<file path="src/rtl/autosa_pdp_rdma_pkg.sv">
// Shared types for the PDP RDMA ping-pong group sequencer: group status codes,
// sequencer states and the default launch gap.
package autosa_pdp_rdma_pkg;

  typedef enum logic [1:0] {
    GRP_IDLE    = 2'd0,
    GRP_RUNNING = 2'd1,
    GRP_PENDING = 2'd2
  } grp_status_e;

  typedef enum logic [1:0] {
    FSM_IDLE = 2'd0,
    FSM_RUN  = 2'd1,
    FSM_GAP  = 2'd2
  } fsm_state_e;

  localparam int GAP_CYCLES_DEFAULT = 2;

  // A running group reports RUNNING even though its op_en flag is still set.
  function automatic grp_status_e group_status(input logic running, input logic armed);
    if (running)    return GRP_RUNNING;
    else if (armed) return GRP_PENDING;
    else            return GRP_IDLE;
  endfunction

endpackage

</file>
<file path="src/rtl/autosa_pdp_rdma_group_ctrl.sv">
// Ping-pong register-group sequencer: arms groups on software op_en writes,
// launches the RDMA datapath on the consumer group and retires it on dp_done.
module autosa_pdp_rdma_group_ctrl
  import autosa_pdp_rdma_pkg::*;
#(
  parameter int GAP_CYCLES = GAP_CYCLES_DEFAULT,
  parameter int GAP_W      = 4
) (
  input  logic       autosa_core_clk,
  input  logic       autosa_core_rst,
  input  logic       producer,
  input  logic       op_en_set,
  input  logic       dp_done,
  output logic       consumer,
  output logic [1:0] status_0,
  output logic [1:0] status_1,
  output logic [1:0] op_en,
  output logic       dp_start,
  output logic       dp_group,
  output logic [1:0] done_intr,
  output logic       err_spurious_done
);

  // An oversized gap request clamps to the counter's maximum instead of wrapping.
  localparam int GAP_MAX = (1 << GAP_W) - 1;
  localparam logic [GAP_W-1:0] GAP_LOAD =
    (GAP_CYCLES > GAP_MAX) ? GAP_W'(GAP_MAX) : GAP_W'(GAP_CYCLES);

  fsm_state_e        state_reg, state_next;
  logic [GAP_W-1:0]  gap_cnt_reg, gap_cnt_next;
  logic              consumer_reg, consumer_next;
  logic [1:0]        op_en_reg, op_en_next;
  logic              dp_start_reg, dp_start_next;
  logic              dp_group_reg, dp_group_next;
  logic [1:0]        done_intr_reg, done_intr_next;
  logic              err_reg, err_next;
  grp_status_e       status0_reg, status0_next;
  grp_status_e       status1_reg, status1_next;
  logic              set_ok;

  always_ff @(posedge autosa_core_clk or posedge autosa_core_rst) begin
    if (autosa_core_rst) begin
      state_reg     <= FSM_IDLE;
      gap_cnt_reg   <= '0;
      consumer_reg  <= 1'b0;
      op_en_reg     <= 2'b00;
      dp_start_reg  <= 1'b0;
      dp_group_reg  <= 1'b0;
      done_intr_reg <= 2'b00;
      err_reg       <= 1'b0;
      status0_reg   <= GRP_IDLE;
      status1_reg   <= GRP_IDLE;
    end else begin
      state_reg     <= state_next;
      gap_cnt_reg   <= gap_cnt_next;
      consumer_reg  <= consumer_next;
      op_en_reg     <= op_en_next;
      dp_start_reg  <= dp_start_next;
      dp_group_reg  <= dp_group_next;
      done_intr_reg <= done_intr_next;
      err_reg       <= err_next;
      status0_reg   <= status0_next;
      status1_reg   <= status1_next;
    end
  end

  always_comb begin
    state_next     = state_reg;
    gap_cnt_next   = gap_cnt_reg;
    consumer_next  = consumer_reg;
    op_en_next     = op_en_reg;
    dp_start_next  = 1'b0;
    dp_group_next  = dp_group_reg;
    done_intr_next = 2'b00;
    err_next       = dp_done && (state_reg != FSM_RUN);

    // The running group's registers are locked until it retires.
    set_ok = op_en_set && !((state_reg == FSM_RUN) && (producer == consumer_reg));
    if (set_ok) begin
      op_en_next[producer] = 1'b1;
    end

    case (state_reg)
      FSM_IDLE: begin
        if (op_en_reg[consumer_reg] && (gap_cnt_reg == '0)) begin
          dp_start_next = 1'b1;
          dp_group_next = consumer_reg;
          state_next    = FSM_RUN;
        end
      end
      FSM_RUN: begin
        if (dp_done) begin
          op_en_next[consumer_reg]     = 1'b0;
          done_intr_next[consumer_reg] = 1'b1;
          consumer_next                = ~consumer_reg;
          gap_cnt_next                 = GAP_LOAD;
          state_next                   = (GAP_LOAD == '0) ? FSM_IDLE : FSM_GAP;
        end
      end
      FSM_GAP: begin
        if (gap_cnt_reg <= GAP_W'(1)) begin
          gap_cnt_next = '0;
          state_next   = FSM_IDLE;
        end else begin
          gap_cnt_next = gap_cnt_reg - GAP_W'(1);
        end
      end
      default: begin
        gap_cnt_next = '0;
        state_next   = FSM_IDLE;
      end
    endcase

    status0_next = group_status((state_next == FSM_RUN) && (consumer_next == 1'b0), op_en_next[0]);
    status1_next = group_status((state_next == FSM_RUN) && (consumer_next == 1'b1), op_en_next[1]);
  end

  assign consumer          = consumer_reg;
  assign status_0          = status0_reg;
  assign status_1          = status1_reg;
  assign op_en             = op_en_reg;
  assign dp_start          = dp_start_reg;
  assign dp_group          = dp_group_reg;
  assign done_intr         = done_intr_reg;
  assign err_spurious_done = err_reg;

endmodule
</file>
<file path="config.mk">
export PLATFORM = sky130hd
export DESIGN_NAME = autosa_pdp_rdma_group_ctrl
export DESIGN_NICKNAME = d
export VERILOG_FILES = /design/src/rtl/autosa_pdp_rdma_pkg.sv /design/src/rtl/autosa_pdp_rdma_group_ctrl.sv
export SDC_FILE = /design/constraint.sdc
export NUM_CORES = 1
export LEC_CHECK = 0
export CAP_MARGIN = 10
export CORE_MARGIN = 2
export CORE_UTILIZATION = 50
export CTS_CLUSTER_DIAMETER = 150
export DETAILED_ROUTE_END_ITERATION = 6
export PLACE_DENSITY = 0.77
export SLEW_MARGIN = 20
export SYNTH_ARGS = -nofsm -noshare
export SYNTH_HDL_FRONTEND = slang
export SYNTH_SLANG_ARGS = --single-unit
</file>
<file path="constraint.sdc">
create_clock -name autosa_core_clk -period 1.85 [get_ports autosa_core_clk]
set_clock_uncertainty 0.05 [all_clocks]
set_input_delay 0.555 -clock autosa_core_clk [delete_from_list [all_inputs] [get_ports autosa_core_clk]]
set_output_delay 0.555 -clock autosa_core_clk [all_outputs]
set_load 0.05 [all_outputs]
</file>
==> impl_results.html, run 1 <==
<table>
<tr><th>Metric</th><th>Value</th></tr>
<tr><th colspan="2">Setup path</th></tr>
<tr><td>Total stage count of the critical path</td><td>6</td></tr>
<tr><td>Worst path arrival time</td><td>1.91 ns</td></tr>
<tr><td>Startpoint of the worst-slack reg-to-reg timing path</td><td>gap_cnt_reg[1]</td></tr>
<tr><td>Destination of the worst register-to-register timing path</td><td>status_0[1]</td></tr>
<tr><td>Delay of the slowest critical-path stage</td><td>0.40 ns</td></tr>
<tr><td>Type of the worst setup path</td><td>register to register</td></tr>
<tr><td>Ordered list of cells on the worst path</td><td>inv_1 &gt; ha_1 &gt; nor2_2 &gt; o31a_1 &gt; o31a_1 &gt; o21a_1</td></tr>
<tr><td>Startpoint of the worst setup timing path</td><td>gap_cnt_reg[1]</td></tr>
<tr><td>Cell repeated most along the worst path</td><td>sky130_fd_sc_hd__o31a_1</td></tr>
<tr><td>Critical path capture point type</td><td>register</td></tr>
<tr><td>Worst-path fanout max</td><td>4</td></tr>
<tr><td>Cell depth of the worst flop-to-flop path</td><td>6</td></tr>
<tr><td>Critical path's slowest cell</td><td>sky130_fd_sc_hd__dfrtp_1</td></tr>
<tr><td>Startpoint types</td><td>register</td></tr>
<tr><td>Cell type group with the largest total delay on the critical path</td><td>compound AO/OA/AOI/OAI gates</td></tr>
<tr><td>Total buffers and inverters traversed by the critical path</td><td>1</td></tr>
<tr><td>Critical path destination</td><td>status_0[1]</td></tr>
<tr><td>Slack of the worst reg-to-reg path</td><td>0.09 ns</td></tr>
<tr><td>Required time of the critical path</td><td>2.00 ns</td></tr>
<tr><th colspan="2">Synthesis</th></tr>
<tr><td>Number of unique standard cell types used by synthesis</td><td>28</td></tr>
<tr><td>Top cells by area in the synthesized netlist</td><td>sky130_fd_sc_hd__dfrtp_1 (49%), sky130_fd_sc_hd__ha_1 (12%), sky130_fd_sc_hd__inv_1 (4.4%), sky130_fd_sc_hd__a21oi_1 (3.2%), sky130_fd_sc_hd__nor2_1 (2.8%)</td></tr>
<tr><td>Gate count after technology mapping</td><td>87</td></tr>
<tr><td>Mean cell area of the mapped netlist</td><td>10.7 um2</td></tr>
<tr><td>Post-Syn Area</td><td>928 um2</td></tr>
<tr><td>Portion of synthesized cell area occupied by the leading cell type</td><td>48.5%</td></tr>
<tr><td>Sequential element share of the synthesized area</td><td>just under 50%</td></tr>
<tr><td>Yosys warning total</td><td>0</td></tr>
<tr><td>FF+latch count, synth</td><td>18</td></tr>
<tr><td>Synthesized netlist net count</td><td>101</td></tr>
<tr><td>Biggest area consumer among synthesized cells</td><td>sky130_fd_sc_hd__dfrtp_1</td></tr>
<tr><th colspan="2">Placed design</th></tr>
<tr><td>Input/output buffers</td><td>16</td></tr>
<tr><td>Worst slack at placement</td><td>-0.328 ns</td></tr>
<tr><td>Final GP Congestion</td><td>approximately 0.89</td></tr>
<tr><td>Total half-perimeter wirelength after legalization and detailed placement</td><td>1410 um</td></tr>
<tr><th colspan="2">STA</th></tr>
<tr><td>Finish-stage setup viols</td><td>0</td></tr>
<tr><td>Relative slew slack</td><td>approximately 74%</td></tr>
<tr><td>Fmax</td><td>0.568 GHz</td></tr>
<tr><td>Final worst-path setup slack</td><td>approximately 0.090 ns</td></tr>
<tr><td>Min Tclk post-route</td><td>~1.8 ns</td></tr>
<tr><td>Final Slew Violations</td><td>0</td></tr>
<tr><td>Slew at the pin closest to its max-slew limit</td><td>0.388 ns</td></tr>
<tr><td>Post-route setup TNS</td><td>0 ns</td></tr>
<tr><td>Setup repair after global routing missed its margin</td><td>no</td></tr>
<tr><td>Final period util</td><td>95.2%</td></tr>
<tr><td>Final Hold Fails</td><td>0</td></tr>
<tr><th colspan="2">Floorplanning</th></tr>
<tr><td>Starting utilization of the core area</td><td>53.2%</td></tr>
<tr><td>Overall die width</td><td>roughly 47 um</td></tr>
<tr><td>Top-level I/O count</td><td>17</td></tr>
<tr><td>Area of the core</td><td>roughly 0.0017 mm2</td></tr>
<tr><td>Placement Rows</td><td>15</td></tr>
<tr><td>Overall die area</td><td>0.00222 mm2</td></tr>
<tr><td>Die H</td><td>47.1 um</td></tr>
<tr><th colspan="2">Cells and area</th></tr>
<tr><td>Flip-flop count of the largest register after layout</td><td>4</td></tr>
<tr><td>Area Overhead vs Synth</td><td>32.6%</td></tr>
<tr><td>Number of diodes</td><td>0</td></tr>
<tr><td>Final nets</td><td>129</td></tr>
<tr><td>Post-layout util</td><td>70.5%</td></tr>
<tr><td>Fraction of layout cells with a size suffix above 1</td><td>about 30%</td></tr>
<tr><td>Most frequent cells in the layout</td><td>sky130_fd_sc_hd__dfrtp_1 (17), sky130_fd_sc_hd__buf_4 (17), sky130_fd_sc_hd__inv_1 (11)</td></tr>
<tr><th colspan="2">CTS</th></tr>
<tr><td>Insertion delay of the later-clocked pin in the worst-skew pair</td><td>0.30 ns</td></tr>
<tr><td>Clock Path Buffers</td><td>2</td></tr>
<tr><td>Root buffer selected by CTS</td><td>sky130_fd_sc_hd__clkbuf_4</td></tr>
<tr><td>Clock slew seen by the registers of the worst setup and hold paths</td><td>~0.10 ns</td></tr>
<tr><td>Number of sinks on the clock net</td><td>18</td></tr>
<tr><td>TritonCTS clock tree</td><td>built</td></tr>
<tr><td>CTS Buf Count</td><td>3</td></tr>
<tr><td>H-tree level count</td><td>1</td></tr>
<tr><td>Number of buffers added to fix hold violations after cts</td><td>0</td></tr>
<tr><th colspan="2">Routing</th></tr>
<tr><td>Detail Route Antenna Nets</td><td>0</td></tr>
<tr><td>Routed wire per std cell</td><td>13.9 um</td></tr>
<tr><td>1st-pass router iterations</td><td>6</td></tr>
<tr><td>Post-route DRC</td><td>0</td></tr>
<tr><td>Final wirelength</td><td>1940 um</td></tr>
<tr><td>First DRT Iteration DRCs</td><td>16</td></tr>
<tr><td>Via/cell ratio</td><td>roughly 5.5</td></tr>
<tr><td>Vias after detailed routing</td><td>763</td></tr>
<tr><th colspan="2">Global routing</th></tr>
<tr><td>GRT met2 Usage</td><td>between 20% and 30%</td></tr>
<tr><td>Global-route wire length before repair</td><td>2900 um</td></tr>
<tr><td>Maximum number of pins on one net before global-route repair</td><td>19</td></tr>
<tr><td>Met1 global-route usage</td><td>between 20% and 30%</td></tr>
<tr><td>Number of global-route vias before repair</td><td>670</td></tr>
<tr><td>Met3 Track Usage GR</td><td>between 3 and 4%</td></tr>
<tr><td>Routing layer with the top usage in global route</td><td>met2</td></tr>
<tr><td>Aggregate global-route resource usage</td><td>approximately 19%</td></tr>
<tr><td>Remaining Overflow, GRT</td><td>0</td></tr>
<tr><td>Antenna violations before repair</td><td>0</td></tr>
<tr><th colspan="2">Power</th></tr>
<tr><td>Worst-case vdd ir drop</td><td>0.00115 V</td></tr>
<tr><td>Power Dens Cells</td><td>1790 mW/mm2</td></tr>
<tr><td>Leakage power total</td><td>roughly 0.00062 uW</td></tr>
<tr><th colspan="2">Status</th></tr>
<tr><td>Result of the run</td><td>completed</td></tr>
<tr><th colspan="2">Worst hold path</th></tr>
<tr><td>Min-Delay Path Class</td><td>register to register</td></tr>
<tr><td>Beginning of the worst hold path</td><td>dp_group</td></tr>
<tr><th colspan="2">Flow run</th></tr>
<tr><td>Number of max-capacitance violations reported</td><td>0</td></tr>
</table>
## layer usage
| metal | vias up | part of all wire (%) |
|---|---|---|
| li1 | 368 | - |
| met1 | 368 | 46 |
| met2 | 21 | 49 |
| met3 | 6 | 3.6 |
| met4 | 0 | 1.9 |
| met5 | - | 0 |
## power by group
group	leakage (uW)	switching, uW	internal (uW)
sequential	0.000225	104	523
clock	0.0000210	127	120
combinational	0.000369	792	538
total	0.000615	1020	1180
## logic make-up after synthesis
group / after synthesis / synth area share, %
mux: 2 / 2.83
buf+inv: 12 / 5.66
compound gates: 27 / 21.6
simple gates: 19 / 9.30
fa+ha+maj: 9 / 12.1
flops: 18 / 48.5
## cell usage after synthesis, drive strengths merged
library cell  instances
o311ai                1
nand2b                1
o31ai                 2
o22ai                 1
a21oi                 6
mux2                  2
a21o                  2
inv                  11
a2111oi               1
and2                  2
nand2                 5
a211oi                1
a31oi                 3
o2bb2ai               1
o21a                  1
o21ai                 3
or3                   1
nor2                  7
nand3                 2
buf                   1
a31o                  1
dfrtp                18
o31a                  2
a2111o                1
a41oi                 1
ha                    9
and3                  1
## worst register-to-register path, stage by stage, from the launching register on
cell	delay, ns
sky130_fd_sc_hd__dfrtp_1	0.40
sky130_fd_sc_hd__inv_1	0.12
sky130_fd_sc_hd__ha_1	0.23
sky130_fd_sc_hd__nor2_2	0.06
sky130_fd_sc_hd__o31a_1	0.30
sky130_fd_sc_hd__o31a_1	0.32
sky130_fd_sc_hd__o21a_1	0.19
## metrics by stage
step	hold slack (ns)	area [um2]	power, uW	std cells
detailed placement	0.470	1170	1920	134
CTS	0.494	1210	2180	138
finish	0.488	1230	2200	139
floorplan	0.444	930	1480	87
global placement	0.441	1170	1890	134
global route	0.505	1230	2330	139
## how the worst min path moves through the flow
| stage | depth (start not counted) | endpoint |
|---|---|---|
| after CTS | 1 | dp_group |
| after global routing | 1 | dp_group |
| after global placement | 1 | dp_group |
| after detailed placement | 1 | dp_group |
| final | 1 | dp_group |
| after floorplan | 1 | done_intr[0] |
## timing repair
action	CTS	global route
gates cloned	0	0
endpoints found under the setup margin	1	8
gates resized for setup	1	5
hold endpoints to repair	0	0
buffers inserted	0	1
## cell type report
cell class	count	area (um2)
Sequential cell	18	452
Clock buffer	4	36.3
Multi-Input combinational cell	57	440
Fill cell	136	514
Timing Repair Buffer	24	230
Inverter	11	41.3
Tap cell	25	31.3
No activity file was read; power rests on OpenSTA's default activity.
==> inputs of run 2 (changes only) <==
--- a/config.mk
+++ b/config.mk
@@ -5,6 +5,7 @@
 export SDC_FILE = /design/constraint.sdc
 export NUM_CORES = 1
 export LEC_CHECK = 0
+export ABC_AREA = 1
 export CAP_MARGIN = 10
 export CORE_MARGIN = 2
 export CORE_UTILIZATION = 50
==> run 2 against run 1 <==
Effect of this change: clock power fell by 4%; count of clock-buffer cells in the layout did not move; synthesized cell count rose by 18%; largest power group unchanged; highest routed layer unchanged.
==> impl_results.html, run 2 <==
<table>
<tr><th>Metric</th><th>Value</th></tr>
<tr><th colspan="2">Synthesis</th></tr>
<tr><td>Synthesized netlist net count</td><td>117 (was 101)</td></tr>
<tr><td>Number of enable-type register cells in the synthesized netlist</td><td>0 (unchanged)</td></tr>
<tr><td>Synth Flop Type</td><td>sky130_fd_sc_hd__dfrtp_1 (unchanged)</td></tr>
<tr><td>Sequential element share of the synthesized area</td><td>47.7% (was 48.5%)</td></tr>
<tr><td>Yosys warning total</td><td>0 (unchanged)</td></tr>
<tr><td>Number of unique standard cell types used by synthesis</td><td>21 (was 28)</td></tr>
<tr><td>Portion of synthesized cell area occupied by the leading cell type</td><td>47.7% (was 48.5%)</td></tr>
<tr><td>FF+latch count, synth</td><td>18 (unchanged)</td></tr>
<tr><td>Post-Syn Area</td><td>945 um2 (was 928 um2)</td></tr>
<tr><td>Mean cell area of the mapped netlist</td><td>9.17 um2 (was 10.7 um2)</td></tr>
<tr><td>Library cell with the highest instance count after synthesis</td><td>sky130_fd_sc_hd__inv_1 (was sky130_fd_sc_hd__dfrtp_1)</td></tr>
<tr><td>Biggest area consumer among synthesized cells</td><td>sky130_fd_sc_hd__dfrtp_1 (unchanged)</td></tr>
<tr><td>Commonest cells post-synth</td><td>sky130_fd_sc_hd__inv_1 (23), sky130_fd_sc_hd__dfrtp_1 (18), sky130_fd_sc_hd__nand2_1 (18) (was sky130_fd_sc_hd__dfrtp_1 (18), sky130_fd_sc_hd__inv_1 (11), sky130_fd_sc_hd__ha_1 (9))</td></tr>
<tr><td>Top cells by area in the synthesized netlist</td><td>sky130_fd_sc_hd__dfrtp_1 (48%), sky130_fd_sc_hd__ha_1 (12%), sky130_fd_sc_hd__inv_1 (9.1%), sky130_fd_sc_hd__nand2_1 (7.2%), sky130_fd_sc_hd__nand2_2 (2.6%) (was sky130_fd_sc_hd__dfrtp_1 (49%), sky130_fd_sc_hd__ha_1 (12%), sky130_fd_sc_hd__inv_1 (4.4%), sky130_fd_sc_hd__a21oi_1 (3.2%), sky130_fd_sc_hd__nor2_1 (2.8%))</td></tr>
<tr><td>Ys async rst share</td><td>100% (unchanged)</td></tr>
<tr><td>Gate count after technology mapping</td><td>103 (was 87)</td></tr>
<tr><th colspan="2">Placed design</th></tr>
<tr><td>Post-detailed-placement cell area</td><td>0.00119 mm2 (was 0.00117 mm2)</td></tr>
<tr><td>Total half-perimeter wirelength after legalization and detailed placement</td><td>1260 um (was 1410 um)</td></tr>
<tr><td>Input/output buffers</td><td>16 (unchanged)</td></tr>
<tr><td>Final GP Congestion</td><td>0.751 (was 0.894)</td></tr>
<tr><td>Worst slack at placement</td><td>-0.130 ns (was -0.328 ns)</td></tr>
<tr><th colspan="2">Cells and area</th></tr>
<tr><td>Multi-input gate area in the final layout</td><td>397 um2 (was 440 um2)</td></tr>
<tr><td>Most frequent cells in the layout</td><td>sky130_fd_sc_hd__inv_1 (23), sky130_fd_sc_hd__nand2_1 (18), sky130_fd_sc_hd__dfrtp_1 (18) (was sky130_fd_sc_hd__dfrtp_1 (17), sky130_fd_sc_hd__buf_4 (17), sky130_fd_sc_hd__inv_1 (11))</td></tr>
<tr><td>Number of diodes</td><td>0 (unchanged)</td></tr>
<tr><td>Most common library cell in the layout ignoring fill and taps</td><td>sky130_fd_sc_hd__inv_1</td></tr>
<tr><td>Fraction of layout cells with a size suffix above 1</td><td>28.1% (was 29.8%)</td></tr>
<tr><td>Flip-flop count of the largest register after layout</td><td>4 (unchanged)</td></tr>
<tr><td>Area occupied by registers</td><td>450 um2 (was 452 um2)</td></tr>
<tr><td>Fillcell total</td><td>144 (was 136)</td></tr>
<tr><td>Post-layout util</td><td>70.5% (about the same)</td></tr>
<tr><td>Area Overhead vs Synth</td><td>30.2% (was 32.6%)</td></tr>
<tr><td>Final nets</td><td>143 (was 129)</td></tr>
<tr><td>Final instance area</td><td>0.00123 mm2 (about the same)</td></tr>
<tr><th colspan="2">STA</th></tr>
<tr><td>Relative slew slack</td><td>82.1% (was 73.9%)</td></tr>
<tr><td>Final period util</td><td>90.4% (was 95.2%)</td></tr>
<tr><td>Final Slew Violations</td><td>0 (unchanged)</td></tr>
<tr><td>Min Tclk post-route</td><td>1.67 ns (was 1.76 ns)</td></tr>
<tr><td>Fmax</td><td>0.598 GHz (was 0.568 GHz)</td></tr>
<tr><td>Setup repair after global routing missed its margin</td><td>no (unchanged)</td></tr>
<tr><td>Final worst-path setup slack</td><td>0.177 ns (was 0.0897 ns)</td></tr>
<tr><td>Finish-stage setup viols</td><td>0 (unchanged)</td></tr>
<tr><td>Slew at the pin closest to its max-slew limit</td><td>0.268 ns (was 0.388 ns)</td></tr>
<tr><td>Final Hold Fails</td><td>0 (unchanged)</td></tr>
<tr><td>Worst slack on hold paths</td><td>0.511 ns (was 0.488 ns)</td></tr>
<tr><th colspan="2">Status</th></tr>
<tr><td>Result of the run</td><td>completed (unchanged)</td></tr>
<tr><th colspan="2">Routing</th></tr>
<tr><td>First DRT Iteration DRCs</td><td>16 (unchanged)</td></tr>
<tr><td>Detail Route Antenna Nets</td><td>0 (unchanged)</td></tr>
<tr><td>Routed wire per std cell</td><td>10.7 um (was 13.9 um)</td></tr>
<tr><td>Vias after detailed routing</td><td>719 (was 763)</td></tr>
<tr><td>1st-pass router iterations</td><td>4 (was 6)</td></tr>
<tr><td>Via/cell ratio</td><td>4.70 (was 5.49)</td></tr>
<tr><td>Final wirelength</td><td>1630 um (was 1940 um)</td></tr>
<tr><td>Post-route DRC</td><td>0 (unchanged)</td></tr>
<tr><th colspan="2">CTS</th></tr>
<tr><td>Root buffer selected by CTS</td><td>sky130_fd_sc_hd__clkbuf_4 (unchanged)</td></tr>
<tr><td>Clock slew seen by the registers of the worst setup and hold paths</td><td>0.10 ns (about the same)</td></tr>
<tr><td>CTS Buf Count</td><td>3 (unchanged)</td></tr>
<tr><td>TritonCTS clock tree</td><td>built (unchanged)</td></tr>
<tr><td>Insertion delay of the later-clocked pin in the worst-skew pair</td><td>0.29 ns (was 0.30 ns)</td></tr>
<tr><td>Number of buffers added to fix hold violations after cts</td><td>0 (unchanged)</td></tr>
<tr><td>H-tree level count</td><td>1 (unchanged)</td></tr>
<tr><td>Clock Path Buffers</td><td>2 (unchanged)</td></tr>
<tr><td>Number of instances resized during post-cts repair</td><td>0 (was 1)</td></tr>
<tr><td>Post-CTS setup buffer count</td><td>0 (unchanged)</td></tr>
<tr><td>Number of sinks on the clock net</td><td>18 (unchanged)</td></tr>
<tr><th colspan="2">Floorplanning</th></tr>
<tr><td>Top-level I/O count</td><td>17 (unchanged)</td></tr>
<tr><td>Overall die width</td><td>47.5 um (was 47.1 um)</td></tr>
<tr><td>Overall die area</td><td>0.00225 mm2 (was 0.00222 mm2)</td></tr>
<tr><td>Starting utilization of the core area</td><td>54.1% (was 53.2%)</td></tr>
<tr><td>Placement Rows</td><td>15 (unchanged)</td></tr>
<tr><td>Area of the core</td><td>0.00175 mm2 (unchanged)</td></tr>
<tr><td>Die H</td><td>47.5 um (was 47.1 um)</td></tr>
<tr><th colspan="2">Power</th></tr>
<tr><td>Leakage power total</td><td>0.000687 uW (was 0.000615 uW)</td></tr>
<tr><td>Worst-case vdd ir drop</td><td>0.000860 V (was 0.00115 V)</td></tr>
<tr><td>Power Dens Cells</td><td>1750 mW/mm2 (was 1790 mW/mm2)</td></tr>
<tr><td>Final Power</td><td>2150 uW (was 2200 uW)</td></tr>
<tr><th colspan="2">Global routing</th></tr>
<tr><td>Antenna violations before repair</td><td>0 (unchanged)</td></tr>
<tr><td>Maximum number of pins on one net before global-route repair</td><td>19 (unchanged)</td></tr>
<tr><td>Global-route wire length before repair</td><td>2830 um (was 2900 um)</td></tr>
<tr><td>Aggregate global-route resource usage</td><td>18.4% (was 19.2%)</td></tr>
<tr><td>Number of global-route vias before repair</td><td>673 (was 670)</td></tr>
<tr><td>Remaining Overflow, GRT</td><td>0 (unchanged)</td></tr>
<tr><th colspan="2">Setup path</th></tr>
<tr><td>Worst-path fanout max</td><td>5 (was 4)</td></tr>
<tr><td>Required time of the critical path</td><td>2.02 ns (was 2.00 ns)</td></tr>
<tr><td>Critical path capture point type</td><td>register (unchanged)</td></tr>
<tr><td>Startpoint types</td><td>input pin (was register)</td></tr>
<tr><td>Type of the worst setup path</td><td>input pin to register (was register to register)</td></tr>
<tr><td>Worst path arrival time</td><td>1.84 ns (was 1.91 ns)</td></tr>
<tr><th colspan="2">Flow run</th></tr>
<tr><td>Number of max-capacitance violations reported</td><td>0 (unchanged)</td></tr>
<tr><th colspan="2">Worst hold path</th></tr>
<tr><td>Min-Delay Path Class</td><td>register to register (unchanged)</td></tr>
</table>
run 2: kinds of logic after synthesis:
logic type / synth area share (%)
DFF: 47.7
AOI/OAI and AO/OA: 9.93
and+or+nand+nor: 18.3
buffers and inverters: 10.3
xor gates and xnor gates: 1.85
adders and majority gates: 11.9
run 2: routing by layer:
metal / track usage, % / wire length, um
met2: 30.0 / 822
met1: 23.2 / 737
met5: 0 / 0
met3: 4.53 / 51
met4: 8.33 / 19
run 2: final cells by class:
cell class                      instances  share of cell area [%]
Multi-Input combinational cell         59                    32.2
Inverter                               26                    7.93
Tap cell                               25                    2.54
Clock buffer                            4                    2.95
Timing Repair Buffer                   21                    17.7
Sequential cell                        18                    36.6
run 2: report_power, final:
group / internal [uW] / switching (uW)
registers: 521 / 97.7
logic: 492 / 804
clock network: 120 / 118
run 2: path summary, 6_finish.rpt:
check                                 from        endpoint  slack [ns]  cells past startpoint
max                                dp_done  gap_cnt_reg[2]        0.18                      7
min                               dp_group        dp_group        0.51                      2
max reg2reg                   state_reg[1]  gap_cnt_reg[2]        0.22                      7
min reg2reg                       dp_group        dp_group        0.51                      2
max in group asynchronous  autosa_core_rst     status_1[0]        1.05                      3
min in group asynchronous  autosa_core_rst  gap_cnt_reg[2]        0.52                      3
run 2: critical path, cell delays in order:
cell and delay [ns]:
sky130_fd_sc_hd__clkdlybuf4s50_1 0.57, sky130_fd_sc_hd__inv_2 0.07, sky130_fd_sc_hd__a21oi_2 0.23, sky130_fd_sc_hd__nand2_1 0.11
sky130_fd_sc_hd__nor2_1 0.13, sky130_fd_sc_hd__inv_1 0.08, sky130_fd_sc_hd__o22ai_1 0.10
run 2: stage by stage:
stage          std cells  setup TNS (ns)
2_1_floorplan        103               0
3_3_place_gp         149          -0.603
3_5_place_dp         149          -0.816
4_1_cts              153               0
5_1_grt              153               0
6_report             153               0
